[src/rtl/uart_register_bridge_if.sv]
// Register-bus side of the UART debug bridge: request/grant plus read/write strobes.
// Signals: bus_request_o/bus_grant_i arbitration, register_index_o (12b), register_read_o/register_write_o strobes,
//          register_write_value_o (16b) toward peripherals, register_read_value_i (16b, valid the cycle after a read strobe).
// master = bridge (initiator), slave = bus mux / register file side.
interface uart_register_bridge_if;
    logic        bus_request_o;
    logic        bus_grant_i;
    logic [11:0] register_index_o;
    logic        register_read_o;
    logic        register_write_o;
    logic [15:0] register_write_value_o;
    logic [15:0] register_read_value_i;

    modport master (
        output bus_request_o, register_index_o, register_read_o, register_write_o, register_write_value_o,
        input  bus_grant_i, register_read_value_i
    );

    modport slave (
        input  bus_request_o, register_index_o, register_read_o, register_write_o, register_write_value_o,
        output bus_grant_i, register_read_value_i
    );
endinterface

[src/rtl/uart_register_bridge.sv]
// Purpose: 8N1 UART command stream (W: 57 IH IL VH VL, R: 52 IH IL) -> register bus transaction, answered over UART TX.
// Latency: request one cycle after the last stop-bit sample; strobe the cycle after grant; response starts the cycle after RESP entry.
// Backpressure: waits indefinitely for bus_grant_i; bytes arriving while a transaction is in flight are dropped.
// Ports: clk, reset (async active-low), uart_rx_i, uart_tx_o, bus (uart_register_bridge_if.master).
// Optional: define BRIDGE_TIMEOUT_EN to abandon a half-received command after TIMEOUT_CYCLES without a new start bit.
module uart_register_bridge #(
    parameter int CLKS_PER_BIT   = 217
`ifdef BRIDGE_TIMEOUT_EN
   ,parameter int TIMEOUT_CYCLES = 250000
`endif
) (
    input  logic                          clk,
    input  logic                          reset,
    input  logic                          uart_rx_i,
    output logic                          uart_tx_o,
    uart_register_bridge_if.master        bus
);
    localparam int              CW        = $clog2(CLKS_PER_BIT + 1);
    localparam logic [CW-1:0]   BIT_LAST  = CW'(CLKS_PER_BIT - 1);
    localparam logic [CW-1:0]   HALF_LAST = CW'(CLKS_PER_BIT / 2 - 1);
    localparam logic [7:0]      OP_WRITE  = 8'h57;
    localparam logic [7:0]      OP_READ   = 8'h52;

    // ---------------- RX ----------------
    typedef enum logic [1:0] {RX_IDLE, RX_START, RX_DATA, RX_STOP} rx_state_t;
    rx_state_t      r_rx_state;
    logic           r_rx_meta, r_rx_sync, r_rx_prev;
    logic [CW-1:0]  r_rx_cnt;
    logic [2:0]     r_rx_bit;
    logic [7:0]     r_rx_shift;
    logic           r_rx_vld, r_rx_ferr;

    always_ff @(posedge clk or negedge reset) begin
        if (!reset) begin
            r_rx_meta  <= 1'b1;
            r_rx_sync  <= 1'b1;
            r_rx_prev  <= 1'b1;
            r_rx_state <= RX_IDLE;
            r_rx_cnt   <= '0;
            r_rx_bit   <= '0;
            r_rx_shift <= '0;
            r_rx_vld   <= 1'b0;
            r_rx_ferr  <= 1'b0;
        end else begin
            r_rx_meta <= uart_rx_i;
            r_rx_sync <= r_rx_meta;
            r_rx_prev <= r_rx_sync;
            r_rx_vld  <= 1'b0;
            r_rx_ferr <= 1'b0;
            case (r_rx_state)
                RX_IDLE: begin
                    r_rx_cnt <= '0;
                    if (r_rx_prev && !r_rx_sync) r_rx_state <= RX_START;
                end
                RX_START: begin
                    // Re-check mid start bit so a glitch does not start a frame.
                    if (r_rx_cnt == HALF_LAST) begin
                        r_rx_cnt   <= '0;
                        r_rx_bit   <= '0;
                        r_rx_state <= r_rx_sync ? RX_IDLE : RX_DATA;
                    end else begin
                        r_rx_cnt <= r_rx_cnt + CW'(1);
                    end
                end
                RX_DATA: begin
                    if (r_rx_cnt == BIT_LAST) begin
                        r_rx_cnt   <= '0;
                        r_rx_shift <= {r_rx_sync, r_rx_shift[7:1]};
                        r_rx_bit   <= r_rx_bit + 3'd1;
                        if (r_rx_bit == 3'd7) r_rx_state <= RX_STOP;
                    end else begin
                        r_rx_cnt <= r_rx_cnt + CW'(1);
                    end
                end
                default: begin
                    if (r_rx_cnt == BIT_LAST) begin
                        r_rx_cnt   <= '0;
                        r_rx_vld   <= r_rx_sync;
                        r_rx_ferr  <= !r_rx_sync;
                        r_rx_state <= RX_IDLE;
                    end else begin
                        r_rx_cnt <= r_rx_cnt + CW'(1);
                    end
                end
            endcase
        end
    end

    // ---------------- response queue + TX serializer ----------------
    // Up to three pending bytes live in r_q_sr, oldest in [23:16].
    logic [23:0]    r_q_sr;
    logic [1:0]     r_q_cnt;
    logic           r_tx_busy, r_tx_line;
    logic [8:0]     r_tx_frame;
    logic [3:0]     r_tx_bit;
    logic [CW-1:0]  r_tx_cnt;
    logic           w_tx_last, w_tx_load;
    logic [23:0]    w_q_sr;
    logic [1:0]     w_q_cnt;

    // Loading on the final stop-bit cycle gives back-to-back frames.
    assign w_tx_last = r_tx_busy && (r_tx_bit == 4'd9) && (r_tx_cnt == BIT_LAST);
    assign w_tx_load = (r_q_cnt != 2'd0) && (!r_tx_busy || w_tx_last);

    always_comb begin
        w_q_sr  = r_q_sr;
        w_q_cnt = r_q_cnt;
        if (w_tx_load) begin
            w_q_sr  = {r_q_sr[15:0], 8'h00};
            w_q_cnt = r_q_cnt - 2'd1;
        end
    end

    always_ff @(posedge clk or negedge reset) begin
        if (!reset) begin
            r_tx_busy  <= 1'b0;
            r_tx_line  <= 1'b1;
            r_tx_frame <= '0;
            r_tx_bit   <= '0;
            r_tx_cnt   <= '0;
        end else if (w_tx_load) begin
            r_tx_frame <= {1'b1, r_q_sr[23:16]};
            r_tx_line  <= 1'b0;
            r_tx_bit   <= '0;
            r_tx_cnt   <= '0;
            r_tx_busy  <= 1'b1;
        end else if (r_tx_busy) begin
            if (r_tx_cnt == BIT_LAST) begin
                r_tx_cnt <= '0;
                if (r_tx_bit == 4'd9) begin
                    r_tx_busy <= 1'b0;
                    r_tx_line <= 1'b1;
                end else begin
                    r_tx_line  <= r_tx_frame[0];
                    r_tx_frame <= {1'b0, r_tx_frame[8:1]};
                    r_tx_bit   <= r_tx_bit + 4'd1;
                end
            end else begin
                r_tx_cnt <= r_tx_cnt + CW'(1);
            end
        end
    end

    assign uart_tx_o = r_tx_line;

    // ---------------- optional inter-byte timeout ----------------
    typedef enum logic [3:0] {
        IDLE, GET_IDX_HI, GET_IDX_LO, GET_VAL_HI, GET_VAL_LO, REQ, STROBE, CAPTURE, RESP
    } state_t;
    state_t r_state;
    logic   w_in_get;
    logic   w_timeout;

    assign w_in_get = (r_state == GET_IDX_HI) || (r_state == GET_IDX_LO) ||
                      (r_state == GET_VAL_HI) || (r_state == GET_VAL_LO);

`ifdef BRIDGE_TIMEOUT_EN
    localparam int            TW      = $clog2(TIMEOUT_CYCLES + 1);
    localparam logic [TW-1:0] TO_LAST = TW'(TIMEOUT_CYCLES - 1);
    logic [TW-1:0] r_to_cnt;

    // Any frame activity (start bit onward) restarts the idle count.
    always_ff @(posedge clk or negedge reset) begin
        if (!reset)                                           r_to_cnt <= '0;
        else if (!w_in_get || r_rx_state != RX_IDLE || r_rx_vld) r_to_cnt <= '0;
        else if (r_to_cnt != TO_LAST)                          r_to_cnt <= r_to_cnt + TW'(1);
    end
    assign w_timeout = w_in_get && (r_to_cnt == TO_LAST);
`else
    assign w_timeout = 1'b0;
`endif

    // ---------------- command parser ----------------
    logic        r_is_write, r_req, r_rd, r_wr;
    logic [11:0] r_index;
    logic [15:0] r_wval;

    always_ff @(posedge clk or negedge reset) begin
        if (!reset) begin
            r_state    <= IDLE;
            r_is_write <= 1'b0;
            r_req      <= 1'b0;
            r_rd       <= 1'b0;
            r_wr       <= 1'b0;
            r_index    <= '0;
            r_wval     <= '0;
            r_q_sr     <= '0;
            r_q_cnt    <= '0;
        end else begin
            r_q_sr  <= w_q_sr;
            r_q_cnt <= w_q_cnt;
            r_rd    <= 1'b0;
            r_wr    <= 1'b0;
            if (w_in_get && (r_rx_ferr || w_timeout)) begin
                r_state <= IDLE;
            end else begin
                case (r_state)
                    IDLE: if (r_rx_vld) begin
                        if (r_rx_shift == OP_WRITE || r_rx_shift == OP_READ) begin
                            r_is_write <= (r_rx_shift == OP_WRITE);
                            r_state    <= GET_IDX_HI;
                        end else if (w_q_cnt != 2'd3) begin
                            // Unknown opcode: queue '?' behind anything still pending.
                            case (w_q_cnt)
                                2'd0:    r_q_sr[23:16] <= 8'h3F;
                                2'd1:    r_q_sr[15:8]  <= 8'h3F;
                                default: r_q_sr[7:0]   <= 8'h3F;
                            endcase
                            r_q_cnt <= w_q_cnt + 2'd1;
                        end
                    end
                    GET_IDX_HI: if (r_rx_vld) begin
                        r_index[11:8] <= r_rx_shift[3:0];
                        r_state       <= GET_IDX_LO;
                    end
                    GET_IDX_LO: if (r_rx_vld) begin
                        r_index[7:0] <= r_rx_shift;
                        if (r_is_write) begin
                            r_state <= GET_VAL_HI;
                        end else begin
                            r_state <= REQ;
                            r_req   <= 1'b1;
                        end
                    end
                    GET_VAL_HI: if (r_rx_vld) begin
                        r_wval[15:8] <= r_rx_shift;
                        r_state      <= GET_VAL_LO;
                    end
                    GET_VAL_LO: if (r_rx_vld) begin
                        r_wval[7:0] <= r_rx_shift;
                        r_state     <= REQ;
                        r_req       <= 1'b1;
                    end
                    REQ: if (bus.bus_grant_i) begin
                        r_state <= STROBE;
                        r_wr    <= r_is_write;
                        r_rd    <= !r_is_write;
                    end
                    STROBE: begin
                        r_req <= 1'b0;
                        if (r_is_write) begin
                            r_q_sr  <= {8'h4B, 16'h0000};
                            r_q_cnt <= 2'd1;
                            r_state <= RESP;
                        end else begin
                            r_state <= CAPTURE;
                        end
                    end
                    CAPTURE: begin
                        r_q_sr  <= {8'h44, bus.register_read_value_i};
                        r_q_cnt <= 2'd3;
                        r_state <= RESP;
                    end
                    RESP: if (r_q_cnt == 2'd0 && !r_tx_busy) r_state <= IDLE;
                    default: r_state <= IDLE;
                endcase
            end
        end
    end

    assign bus.bus_request_o          = r_req;
    assign bus.register_read_o        = r_rd;
    assign bus.register_write_o       = r_wr;
    assign bus.register_index_o       = r_index;
    assign bus.register_write_value_o = r_wval;
endmodule
[src/flat_wrapper.sv]
// flat-port wrapper written by rule: the top's interface ports become plain ports
module uart_register_bridge_flat 
#(
    parameter int CLKS_PER_BIT   = 217

)
  (clk, reset, uart_rx_i, uart_tx_o, bus_bus_request_o, bus_register_index_o, bus_register_read_o, bus_register_write_o, bus_register_write_value_o, bus_bus_grant_i, bus_register_read_value_i);
  uart_register_bridge_if bus_i ();
  input  logic clk;
  input  logic reset;
  input  logic uart_rx_i;
  output logic uart_tx_o;
  output wire logic [$bits(bus_i.bus_request_o)-1:0] bus_bus_request_o;
  output wire logic [$bits(bus_i.register_index_o)-1:0] bus_register_index_o;
  output wire logic [$bits(bus_i.register_read_o)-1:0] bus_register_read_o;
  output wire logic [$bits(bus_i.register_write_o)-1:0] bus_register_write_o;
  output wire logic [$bits(bus_i.register_write_value_o)-1:0] bus_register_write_value_o;
  input wire logic [$bits(bus_i.bus_grant_i)-1:0] bus_bus_grant_i;
  input wire logic [$bits(bus_i.register_read_value_i)-1:0] bus_register_read_value_i;
  assign bus_bus_request_o = bus_i.bus_request_o;
  assign bus_register_index_o = bus_i.register_index_o;
  assign bus_register_read_o = bus_i.register_read_o;
  assign bus_register_write_o = bus_i.register_write_o;
  assign bus_register_write_value_o = bus_i.register_write_value_o;
  assign bus_i.bus_grant_i = bus_bus_grant_i;
  assign bus_i.register_read_value_i = bus_register_read_value_i;
  uart_register_bridge #(.CLKS_PER_BIT(CLKS_PER_BIT)) u_core (.clk(clk), .reset(reset), .uart_rx_i(uart_rx_i), .uart_tx_o(uart_tx_o), .bus(bus_i));
endmodule
[config.mk]
export PLATFORM = sky130hd
export DESIGN_NAME = uart_register_bridge_flat
export DESIGN_NICKNAME = d
export VERILOG_FILES = /design/src/rtl/uart_register_bridge_if.sv /design/src/rtl/uart_register_bridge.sv /design/src/flat_wrapper.sv
export SDC_FILE = /design/constraint.sdc
export NUM_CORES = 1
export LEC_CHECK = 0
export ABC_AREA = 1
export BUFFER_PORTS_ARGS = -buffer_cell sky130_fd_sc_hd__buf_2
export CORE_ASPECT_RATIO = 1.4
export CORE_MARGIN = 2
export CORE_UTILIZATION = 60
export CTS_BUF_LIST = sky130_fd_sc_hd__clkbuf_8
export DETAILED_ROUTE_END_ITERATION = 10
export MAX_ROUTING_LAYER = met4
export PLACE_DENSITY = 0.81
export SYNTH_ARGS = -nofsm -noshare
export SYNTH_HDL_FRONTEND = slang
export SYNTH_SLANG_ARGS = --single-unit
export TNS_END_PERCENT = 30
[constraint.sdc]
create_clock -name clk -period 5.6 [get_ports clk]
set_clock_uncertainty 0.2 [all_clocks]
set_input_delay 0.56 -clock clk [delete_from_list [all_inputs] [get_ports clk]]
set_output_delay 0.56 -clock clk [all_outputs]
set_load 0.01 [all_outputs]
; Word-level counts from Yosys, hierarchy flattened
; Index checks and enable logic that the tools add are counted.
[totals]
regBits = 111
out_inout_bits = 32
[classes]
addsub = 6
n_eq_ne = 35
n_mux = 75
n_bitwise = 1
n_reduce_logical = 38
[ops]
columns = cell, n
row1 = $mux W24, 6
row2 = $pmux W24 S3, 1
row3 = $mux W8, 8
row4 = $mux W4, 14
row5 = $mux W9, 4
row6 = $pmux W4 S9, 1
row7 = $eq A8 B7 Y1 const B, 3
row8 = $mux W2, 12
row9 = $mux W1, 21
row10 = $reduce_and A3 Y1, 6
row11 = $add A8 B1 Y8 const B, 2
row12 = $eq A4 B3 Y1 const B, 4
row13 = $eq A8 B8 Y1 const B, 2
row14 = $pmux W8 S2, 1
row15 = $ne A3 B2 Y1 const B, 5
row16 = $ne A2 B1 Y1 const B, 7
row17 = $pmux W2 S3, 2
row18 = $reduce_and A5 Y1, 2
row19 = $mux W3, 3
row20 = $ne A3 B1 Y1 const B, 3
row21 = $eq A4 B2 Y1 const B, 2
row22 = $eq A4 B4 Y1 const B, 2
row23 = $reduce_and A8 Y1, 1
row24 = $reduce_bool A2 Y1, 4
row25 = 22 further kinds, 39

; Logic depth before layout (Yosys ltp)
; Gate-level depths: netlist of run 1.
[depth]
word_depth = 14
ltp_mapped = 16

; Least setup slack after synthesis of run 1
; No wires, ideal clock.
[synth_path]
path_kind = register to register
from = reg u_core.r_q_cnt[0]
to = reg u_core.r_tx_bit[2]
setup_time_ps = 123
t_arrival_ps = 1604
required_time_ps = 5277
slack_ps = 3673
path_stages_with_launch = 12
path_buffers = 2
cell_sequence = dfrtp_1 -> inv_1 -> ha_1 -> inv_1 -> or2_2 -> clkbuf_1 -> nand2_1 -> a21oi_4 -> buf_6 -> nand2_1 -> o21ai_1 -> a21oi_1
[synth_between]
elab_chain_len = 4
elab_cells_between_ends = 7
cone_classes = eq/ne (1) / mux (1) / reduce/logical (5)
[synth_lines]
columns = element, line_no
row1 = from (decl), uart_register_bridge.sv:92  ; logic [1:0] r_q_cnt;
row2 = from (signal assigned), uart_register_bridge.sv:191  ; r_q_cnt <= w_q_cnt;
row3 = from (signal assigned), uart_register_bridge.sv:209  ; r_q_cnt <= w_q_cnt + 2'd1;
row4 = $reduce_bool A2 Y1 *, uart_register_bridge.sv:103  ; assign w_tx_load = (r_q_cnt != 2'd0) && (!r_tx_busy || w_tx_last);
row5 = $logic_and A1 B1 Y1 *, uart_register_bridge.sv:103
row6 = $ne A2 B1 Y1 (no line) or $reduce_bool A2 Y1 (tied branches), -
row7 = $reduce_and A3 Y1 (no line), -
row8 = to (signal assigned), uart_register_bridge.sv:136  ; r_tx_bit <= r_tx_bit + 4'd1;
row9 = to (decl), uart_register_bridge.sv:95  ; logic [3:0] r_tx_bit;
; Every way passes the cells marked *; elsewhere a longest branch is shown, timed or not.
; A chain may end at the register's enable or synchronous reset.

; Worst setup path in the final report of run 1
[layout_path]
from = reg u_core.r_tx_cnt[0]
to = reg u_core.r_tx_frame[6]
[layout_between]
elab_chain_len = 6
elab_cells_between_ends = 9
cone_classes = eq/ne (2) / mux (1) / reduce/logical (6)
[layout_lines]
columns = element, line_no
row1 = from (decl), uart_register_bridge.sv:96  ; logic [CW-1:0] r_tx_cnt;
row2 = from (signal assigned), uart_register_bridge.sv:139  ; r_tx_cnt <= r_tx_cnt + CW'(1);
row3 = $eq A8 B8 Y1 *, "uart_register_bridge.sv:102, uart_register_bridge.sv:128"
row4 = $logic_and A1 B1 Y1, uart_register_bridge.sv:102  ; assign w_tx_last = r_tx_busy && (r_tx_bit == 4'd9) && (r_tx_cnt == BIT_LAST);
row5 = $logic_or A1 B1 Y1, uart_register_bridge.sv:103
row6 = $logic_and A1 B1 Y1, uart_register_bridge.sv:103
row7 = $ne A2 B1 Y1 (no line) or $reduce_bool A2 Y1 (tied branches), -
row8 = $reduce_and A3 Y1 (no line), -
row9 = to (signal assigned), uart_register_bridge.sv:122  ; r_tx_frame <= {1'b1, r_q_sr[23:16]};
row10 = to (signal assigned), uart_register_bridge.sv:135  ; r_tx_frame <= {1'b0, r_tx_frame[8:1]};
row11 = to (decl), uart_register_bridge.sv:94  ; logic [8:0] r_tx_frame;
; Marked as above.

==> metrics.txt, run 1 <==
status finished, final reports clean; largest net degree at the start of global routing 57; clock latency on the worst-skew pair between 0.3 and 0.4 ns; Post-CTS Repair Setup Buffers 0; Starting Density ~62%; drt total wl 10730 µm; number of buffers inserted by port buffering 51; clk slew on worst S/H paths 0.11 ns; maximum operating frequency roughly 370 MHz; global-route wire length before repair approximately 18000 µm; Gate Count Post-Synth about 600; r2r worst-path depth 11; Core Box Area about 8000 µm²; initial DRC count roughly 250; Worst setup SP type flop; Worst Setup SP u_core.r_tx_cnt[0]; Yosys reg bits 111; DRT antenna net count 0; relative slew slack between 30% and 40%; worst-path maximum fanout 29; Max H-tree Level 3; global route overflow 0; final slew viol count 0; pwr/cell area 252.1 nW/µm²; mean area per synthesized cell roughly 8.7 µm²; Nets between 600 and 700; Int Pwr 1025 µW; top_reg_cell synth dfrtp_1; crit path DAT between 2 and 3 ns; max_cap viols 0; worst r2r dst u_core.r_tx_frame[6]; Async S/R FF share, synth 100.0%; TritonCTS Buffers 9; CTS tree done; Yosys Warn Count 0; layout cells sized above 1 between 10 and 15%; unrepaired setup endpoints after global routing false; setup slack, reg-to-reg around 2.9 ns; VDD IR max ~0.25 mV; Clock Sinks between 100 and 150; Finish-stage setup viols 0; sequential-to-total area share from yosys stat 54.58%; EDFF count, synth 0; Clock Path Buffers 2; vias in the first global route about 4000; diodes inserted 0; post_cts resized 0; fin cells roughly 740; Vias/cell 5.517; Final Hold Viols 0; final instance area approximately 5600 µm²; combinational power share 7.9%; register share of total power around 60%; actual slew at the worst max-slew pin a little under 1 ns; Syn-to-layout area delta 9.227%; Total GRT Usage about a quarter; placed inst area between 5000 and 6000 µm²; Tcrit/Tclk final about half; initial antenna violation count 0; placed cells 725; detailed placer's ending HPWL between 7000 and 8000 µm; IO Pins 52; Req. time, crit path between 5 and 6 ns; Pre-antenna DRT Iters 4; DIE WIDTH 81.91 µm; Hold Path Class primary input to asynchronous set/reset pin; # fillers 645; Final Wtd Congestion about 0.85; Crit. End Element flop; drt drc 0; Net Sw Frac ~27%; synth unique cells 35; Clk pwr share roughly 32%; Mapped Nets between 600 and 700; post-route setup TNS 0 ns; Die ar. 9262 µm²; min Tclk post-route between 2 and 3 ns; Setup CP Type flop to flop; Site Rows 39; RR Startpoint u_core.r_tx_cnt[0]; Syn Std Cell Area slightly above 5000 µm²; Net Sw Power 378.7 µW; Leak about 0.0028 µW; vias ~4100; clock root cell clkbuf_8; Wirelength per Cell 14.48 µm; Power Total around 1400 µW; # hold bufs at CTS 0; Die Ht approximately 110 µm
-- synthesized netlist by cell type (all sizes together), types with 4 or more instances --
master	n	area, µm²
dfstp	4	105.1
nand4	11	68.82
nand2	130	495.5
buf	11	91.33
nor3	10	50.05
o211ai	18	135.1
ha	9	112.6
nor2	67	279.0
a21oi	49	256.5
nand3	29	155.2
clkbuf	4	15.01
o21ai	49	256.5
inv	70	262.8
xor2	5	43.79
dfrtp	107	2678
-- how the worst max path moves through the flow --
| stage | slack, ns | cells past startpoint | end |
|---|---|---|---|
| floorplan | 3.67 | 11 | u_core.r_tx_bit[2] |
| global placement | 3.00 | 11 | u_core.r_tx_frame[0] |
| detailed placement | 2.85 | 11 | u_core.r_tx_frame[3] |
| CTS | 2.85 | 11 | u_core.r_tx_frame[3] |
| global route | 2.60 | 13 | u_core.r_q_sr[22] |
| finish | 2.86 | 11 | u_core.r_tx_frame[6] |
-- cell type report --
type	instances	area (µm²)	share of cell area (%)
Clock inverter	7	52.55	0.9436
Timing Repair Buffer	53	272.8	4.898
Sequential cell	111	2783	49.97
Tap cell	102	127.6	2.292
Multi-Input combinational cell	388	1942	34.87
Inverter	71	267.8	4.808
Clock buffer	9	123.9	2.224
-- stage by stage --
step                hold WS (ns)  setup WS (ns)  util [%]
global placement          0.1465          3.003     65.78
finish                   0.01735          2.865     67.93
floorplan                0.06441          3.673         -
detailed placement        0.1546          2.854     65.78
CTS                      0.04540          2.848     67.93
global route             0.04092          2.597     67.93
-- power by group through the flow --
stage	combinational, µW	sequential (µW)	clock (µW)
6_report	111	841	452
4_1_cts	113	841	459
2_1_floorplan	69.4	853	0
3_3_place_gp	105	856	0
3_5_place_dp	110	856	0
5_1_grt	128	845	491
-- cell usage in the layout, fill, tap and decap left out, types with 2 or more instances in the layout --
cell type / count
a21oi_1: 48
buf_2: 50
buf_4: 3
clkbuf_8: 9
clkinv_2: 3
dfrtp_1: 107
dfstp_2: 4
ha_1: 9
inv_1: 67
inv_2: 3
inv_6: 4
mux2i_1: 2
nand2_1: 127
nand2_2: 3
nand3_1: 27
nand3_2: 2
nand4_1: 11
nor2_1: 60
nor2_2: 5
nor2_4: 2
nor3_1: 10
nor4_1: 2
o211ai_1: 18
o21ai_0: 44
o21ai_1: 4
xor2_1: 5
-- routing by layer --
layer	GRT usage, %	vias up	part of all wire [%]
met5	-	-	0
met3	5.263	20	4.0
met4	10.56	0	2.1
met1	30.95	1968	41
li1	-	2002	-
met2	43.36	98	53
-- critical path, cell delays in order (launching register included) --
cell and delay (ns):
dfrtp_1 0.41, inv_1 0.11, ha_1 0.16, inv_1 0.05
nor2_2 0.12, nand2_2 0.08, nand2_2 0.09, nand3_2 0.47
a21oi_4 0.51, inv_2 0.17, a21oi_1 0.17, a21oi_1 0.10
-- sequential cells by signal (all words and copies together), names as in the netlist, 2 cells and up --
register	flops
u_core.bus.register_index_o	12
u_core.bus.register_write_value_o	16
u_core.r_q_cnt	2
u_core.r_q_sr	24
u_core.r_rx_bit	3
u_core.r_rx_cnt	8
u_core.r_rx_shift	8
u_core.r_rx_state	2
u_core.r_state	4
u_core.r_tx_bit	4
u_core.r_tx_cnt	8
u_core.r_tx_frame	9
-- kinds of logic after synthesis --
family                     after synthesis  synth area share (%)
muxes                                    2                0.3927
xor gates and xnor gates                 5                0.8589
DFF                                    111                 54.58
and+or+nand+nor                        252                 21.23
adders and majority gates                9                 2.209
AOI/OAI and AO/OA                      120                 13.40
buffers and inverters                   86                 7.337
No activity file was read; power rests on OpenSTA's default activity.
==> run 2: changes to the inputs <==
clock period = 2.8 ns   (was 5.6 ns; I/O delays follow)
==> run 2 against run 1 <==
Hold slack improved by 0.15 ns. Combinational power rose by 130%. Utilization rose by 3.1 points. Total power rose by 100%. Critical endpoint is now u_core.r_q_sr[12]. Flip-flop and latch count did not move. Largest power group unchanged. Routed wire length rose by 4.6%. Register-to-register slack got worse by 2.4 ns. Sequential share of layout area fell by 2.1 points. Final area rose by 4.5%.
==> metrics.txt, run 2 (same netlist as run 1, synthesis figures left out) <==
number of buffers inserted by port buffering 51 (unchanged); layout cells sized above 1 14.78% (+0.23 points); global route overflow 0 (unchanged); Nets 687 (+3.6%); status finished, final reports clean; diodes inserted 0 (unchanged); DRT antenna net count 0 (unchanged); Vias/cell 5.464 (-0.96%); IO Pins 52 (unchanged); Final Hold Viols 0 (unchanged); unrepaired setup endpoints after global routing false; CTS tree done; Clock Sinks 111 (unchanged); maximum operating frequency 432.9 MHz (+18%); Req. time, crit path 2.86 ns (-2.82 ns); # fillers 643 (-0.31%); Total GRT Usage 27.77% (+1.6 points); Finish-stage setup viols 0 (unchanged); Wirelength per Cell 14.67 µm (+1.3%); Worst setup SP type flop; max_cap viols 0 (unchanged); vias 4180 (+2.3%); Final Wtd Congestion 0.8563 (+0.74%); max reg flops 24 (unchanged); final slew viol count 0 (unchanged); post-route setup TNS 0 ns (unchanged); crit path DAT 2.37 ns (-0.44 ns); Leak 0.002899 µW (+3.9%); final core utilization 70.99% (+3.1 points); drt drc 0 (unchanged); drt total wl 11220 µm (+4.6%); Pre-antenna DRT Iters 5 (+1); DIE WIDTH 81.91 µm (unchanged); commonest non-fill, non-tap cell in the layout nand2_1; Site Rows 39 (unchanged); pwr/cell area 490.2 nW/µm² (+94%); Die Ht 113.1 µm (unchanged); Die ar. 9262 µm² (unchanged); detailed placer's ending HPWL 7910 µm (+3.1%); Core Box Area 8198 µm² (unchanged); TritonCTS Buffers 9 (unchanged); initial antenna violation count 0 (unchanged); min Tclk post-route 2.310 ns (-0.4251 ns); fin cells 765 (+3.2%); Max H-tree Level 3 (unchanged); Starting Density 62.19% (unchanged); Setup CP Type flop to flop; Crit. End Element flop; placed cells 730 (+0.69%); Tcrit/Tclk final 82.50% (+34 points); global-route wire length before repair 19180 µm (+6.3%); vias in the first global route 4264 (+5.5%); leading cell types in the layout, fill and taps excluded nand2_1, dfrtp_1, inv_1, nor2_1, buf_2; Top reg by flops u_core.r_q_sr; setup ws final 0.4901 ns (-2.375 ns); initial DRC count 282 (+12%); clock latency on the worst-skew pair 0.38 ns (about the same); actual slew at the worst max-slew pin 0.4540 ns (-0.5353 ns); Syn-to-layout area delta 14.13%; Post-Place Worst Slack 0.5338 ns (-2.321 ns); relative slew slack 69.66% (+36 points); largest net degree at the start of global routing 52 (-8.8%); Hold Path Class flop to flop; clock root cell clkbuf_8; clk slew on worst S/H paths 0.11 ns (about the same); worst-path maximum fanout 28 (-3.4%); VDD IR max 0.3847 mV (+53%); Clock Path Buffers 2 (unchanged)
[run 2: power by group]
group	leakage, µW	internal [µW]	total, µW	switching (µW)
Sequential	0.00144	1650	1680	33.9
Combinational	0.00137	88.5	251	162
Clock	0.0000923	341	918	577
[run 2: final cells by class]
class	count	area, µm²	share of cell area [%]
tap	102	127.6	2.193
clock buffer	9	123.9	2.129
multi-input combinational	388	1942	33.37
sequential	111	2783	47.82
inverter	71	267.8	4.601
clock inverter	7	62.56	1.075
timing repair buffer	77	513.0	8.815
[run 2: layer usage]
layer	part of all wire, %	wire length [µm]	track usage, %
met4	3.1	348	13.56
met2	52	5841	45.26
met3	4.2	475	5.981
met5	0	0	-
met1	41	4558	32.04
[run 2: timing repair]
item / CTS / global route
resized for setup: 0 / 0
endpoints found under the hold margin: 52 / 0
hold buffers: 19 / 0
setup buffers: 0 / 0
[run 2: critical path, stage by stage (launching register included)]
cell,delay (ns)
dfrtp_1,0.42
inv_1,0.11
ha_1,0.16
inv_1,0.05
nor2_2,0.13
nand2_2,0.08
nand2_2,0.09
nand3_2,0.18
inv_2,0.39
nand2_1,0.13
o211ai_1,0.12
nand3_1,0.12
[run 2: through the flow]
step                      area [µm²]  hold slack (ns)  power [µW]
after floorplan                 5099          -0.2156        1844
after global placement          5443          0.05987        1925
after detailed placement        5443          0.06501        1942
after CTS                       5819           0.1677        2867
after global routing            5819           0.1710        2992
final                           5819           0.1648        2853
[run 2: path summary, 6_finish.rpt]
check,cells past startpoint,start,to,slack (ns)
worst min-delay path,0,u_core.r_rx_meta,u_core.r_rx_sync,0.16
max in group asynchronous,3,reset,u_core.r_rx_bit[0],1.49
worst min register to register,0,u_core.r_rx_meta,u_core.r_rx_sync,0.16
worst max register to register,11,u_core.r_tx_cnt[0],u_core.r_q_sr[12],0.49
worst max-delay path,11,u_core.r_tx_cnt[0],u_core.r_q_sr[12],0.49
min in group asynchronous,2,reset,u_core.r_tx_cnt[2],0.19
==> run 3: changes to the inputs <==
ABC_AREA = 0   (was 1)
clock period = 2.3 ns   (was 2.8 ns; I/O delays follow)
==> run 3 against run 2 <==
Total power is 25% higher. Largest power group unchanged. Setup slack worse by 0.49 ns. Sequential share of layout area decreased by 3.3 points. Combinational power fell by 10%. Flip-flop and latch count is the same. Highest routed layer unchanged. Sequential power is 21% higher.
==> metrics.txt, run 3 <==
layout cells sized above 1 28.30% (+14 points); Vias/cell 5.770 (+5.6%); global-route wire length before repair 17830 µm (-7.1%); Total GRT Usage 23.95% (-3.8 points); EDFF count, synth 0 (unchanged); hold slack 0.1210 ns (-0.04383 ns); Yosys Warn Count 0 (unchanged); crit path DAT 2.36 ns (about the same); worst-path maximum fanout 6 (-79%); maximum operating frequency 435.7 MHz (+0.65%); TritonCTS Buffers 9 (unchanged); sequential-to-total area share from yosys stat 53.35% (-1.2 points); Final Wtd Congestion 0.8507 (-0.65%); number of buffers inserted by port buffering 51 (unchanged); Req. time, crit path 2.36 ns (-0.50 ns); Async S/R FF share, synth 100.0% (unchanged); DIE WIDTH 82.80 µm (+1.1%); max reg flops 24 (unchanged); drt drc 0 (unchanged); detailed placer's ending HPWL 7427 µm (-6.1%); final slew viol count 0 (unchanged); top_reg_cell synth dfrtp_1; Syn-to-layout area delta 19.93%; diodes inserted 0 (unchanged); Clock Path Buffers 2 (unchanged); initial DRC count 212 (-25%); mean area per synthesized cell 11.05 µm² (+27%); Max H-tree Level 3 (unchanged); Crit. End Element flop; largest stage delay on the critical path 0.56 ns (+0.14 ns); # fillers 574 (-11%); pwr/cell area 571.3 nW/µm² (+17%); Die ar. 9466 µm² (+2.2%); Clock Sinks 111 (unchanged); CTS tree done; Crit path max-delay family compound AO/OA/AOI/OAI gates; Wirelength per Cell 16.07 µm (+9.6%); Yosys top cell by area dfrtp_1; actual slew at the worst max-slew pin 0.4470 ns (-0.007013 ns); vias 3889 (-7.0%); largest net degree at the start of global routing 53 (+1.9%); area of the multi-input gates 2333 µm² (+20%); synth unique cells 57 (+63%); vias in the first global route 3897 (-8.6%); VDD IR max 0.5162 mV (+34%); Starting Density 61.31% (-0.89 points); clock latency on the worst-skew pair 0.37 ns (about the same); Gate Count Post-Synth 472 (-19%); Core Box Area 8508 µm² (+3.8%); Yosys reg bits 111 (unchanged); unrepaired setup endpoints after global routing true; IO Pins 52 (unchanged); Crit-path slowest cell o41a_4; clock root cell clkbuf_8; drt total wl 10830 µm (-3.5%); Buf/Inv on CP 2 (-1); min Tclk post-route 2.295 ns (-0.01485 ns); Pre-antenna DRT Iters 6 (+1); global route overflow 0 (unchanged); status finished, final reports clean; Worst setup SP type flop; Hold Path Class primary input to asynchronous set/reset pin; Setup CP Type flop to flop; Top reg by flops u_core.r_q_sr; Tcrit/Tclk final 99.79% (+17 points); critical path, cell by cell inv_2 > ha_1 > nand3b_1 > o41a_4 > buf_4 > mux2_1 > a211o_1; Synth top cells by count dfrtp_1, nand2_1, mux2_2; Finish-stage setup viols 0 (unchanged); Nets 593 (-14%); Die Ht 114.3 µm (+1.1%); final core utilization 73.53% (+2.5 points); most common cell in the netlist dfrtp_1; max_cap viols 0 (unchanged); commonest non-fill, non-tap cell in the layout dfrtp_1; clk slew on worst S/H paths 0.10 ns (about the same); Power Total 3574 µW (+25%); Mapped Nets 501 (-18%); Leak 0.003265 µW (+13%); Final Hold Viols 0 (unchanged); Site Rows 40 (+2.6%); Syn Std Cell Area 5216 µm² (+2.3%); relative slew slack 69.43% (-0.23 points); DRT antenna net count 0 (unchanged); Synth area leaders dfrtp_1, mux2_2, mux2i_1; initial antenna violation count 0 (unchanged); Synth top area share 51.33% (-1.2 points); total area of sequential cells 2783 µm² (unchanged); leading cell types in the layout, fill and taps excluded dfrtp_1, buf_2, nand2_1, mux2_2, nor2_1
## run 3: cell count changes in the layout (fill, tap and decap cells not counted), moves of 15 or more
| cell | before | now |
|---|---|---|
| a21oi_1 | 48 | 12 |
| buf_4 | 7 | 32 |
| inv_1 | 67 | 11 |
| mux2_2 | 0 | 41 |
| mux2i_1 | 2 | 21 |
| nand2_1 | 127 | 50 |
| nand3_1 | 27 | 12 |
| nor2_1 | 60 | 37 |
| o21ai_0 | 44 | 26 |
## run 3: repair_timing
action	CTS	global route
hold endpoints to repair	98	0
endpoints found under the setup margin	2	18
resized for setup	1	15
hold buffers	19	0
pin swaps	0	2
cloned	0	0
buffers inserted	0	4
## run 3: path summary, 6_finish.rpt
path | slack (ns) | end | from | cells past startpoint
setup / recovery | 0.005 | u_core.r_q_sr[18] | u_core.r_tx_cnt[1] | 7
max in group asynchronous | 1.01 | u_core.r_rx_sync | reset | 3
setup reg to reg | 0.005 | u_core.r_q_sr[18] | u_core.r_tx_cnt[1] | 7
hold / removal | 0.12 | u_core.r_tx_cnt[6] | reset | 2
hold reg to reg | 0.16 | u_core.r_rx_sync | u_core.r_rx_meta | 0
min in group clk | 0.16 | u_core.r_rx_sync | u_core.r_rx_meta | 0
## run 3: area by class of cell
class / instances / share of cell area (%)
repair buffers: 105 / 11.76
well taps: 105 / 2.100
multi-input cells: 326 / 37.30
inverters: 11 / 0.6600
clock buffers: 11 / 2.420
clock inverters: 5 / 1.280
flip-flops and latches: 111 / 44.48
## run 3: cell families after synthesis
kind of cell	synth area share (%)
and+or+nand+nor	14.70
DFF	53.35
AOI/OAI and AO/OA	11.15
muxes	13.86
buffers and inverters	2.926
xor gates and xnor gates	1.847
adders and majority gates	2.159
## run 3: per-stage QoR
stage | std cells | worst slack (ns) | setup TNS (ns) | cell area, µm²
6_report | 674 | 0.004907 | 0 | 6256
5_1_grt | 674 | -0.06628 | -0.4721 | 6256
4_1_cts | 670 | 0.02940 | 0 | 6171
3_5_place_dp | 635 | -0.01478 | -0.01478 | 5741
3_3_place_gp | 635 | 0.09348 | 0 | 5741
2_1_floorplan | 472 | 0.004229 | 0 | 5218
## run 3: power by group
| part | leakage, µW | switching [µW] | internal [µW] | total, µW |
|---|---|---|---|---|
| clock network | 0.000123 | 634 | 675 | 1310 |
| logic | 0.00166 | 120 | 107 | 226 |
| registers | 0.00149 | 51.3 | 1990 | 2040 |
## run 3: worst register-to-register path: stages, from the launching register on
cell	delay [ns]
dfrtp_1	0.40
inv_2	0.06
ha_1	0.13
nand3b_1	0.13
o41a_4	0.56
buf_4	0.15
mux2_1	0.30
a211o_1	0.26
## run 3: per-layer routing
| layer | wire [µm] | vias to the layer above | global-route usage [%] |
|---|---|---|---|
| met1 | 4321 | 1925 | 26.55 |
| met5 | 0 | - | - |
| met3 | 367 | 23 | 4.614 |
| met4 | 246 | 0 | 8.087 |
| met2 | 5897 | 82 | 43.28 |
| li1 | - | 1859 | - |
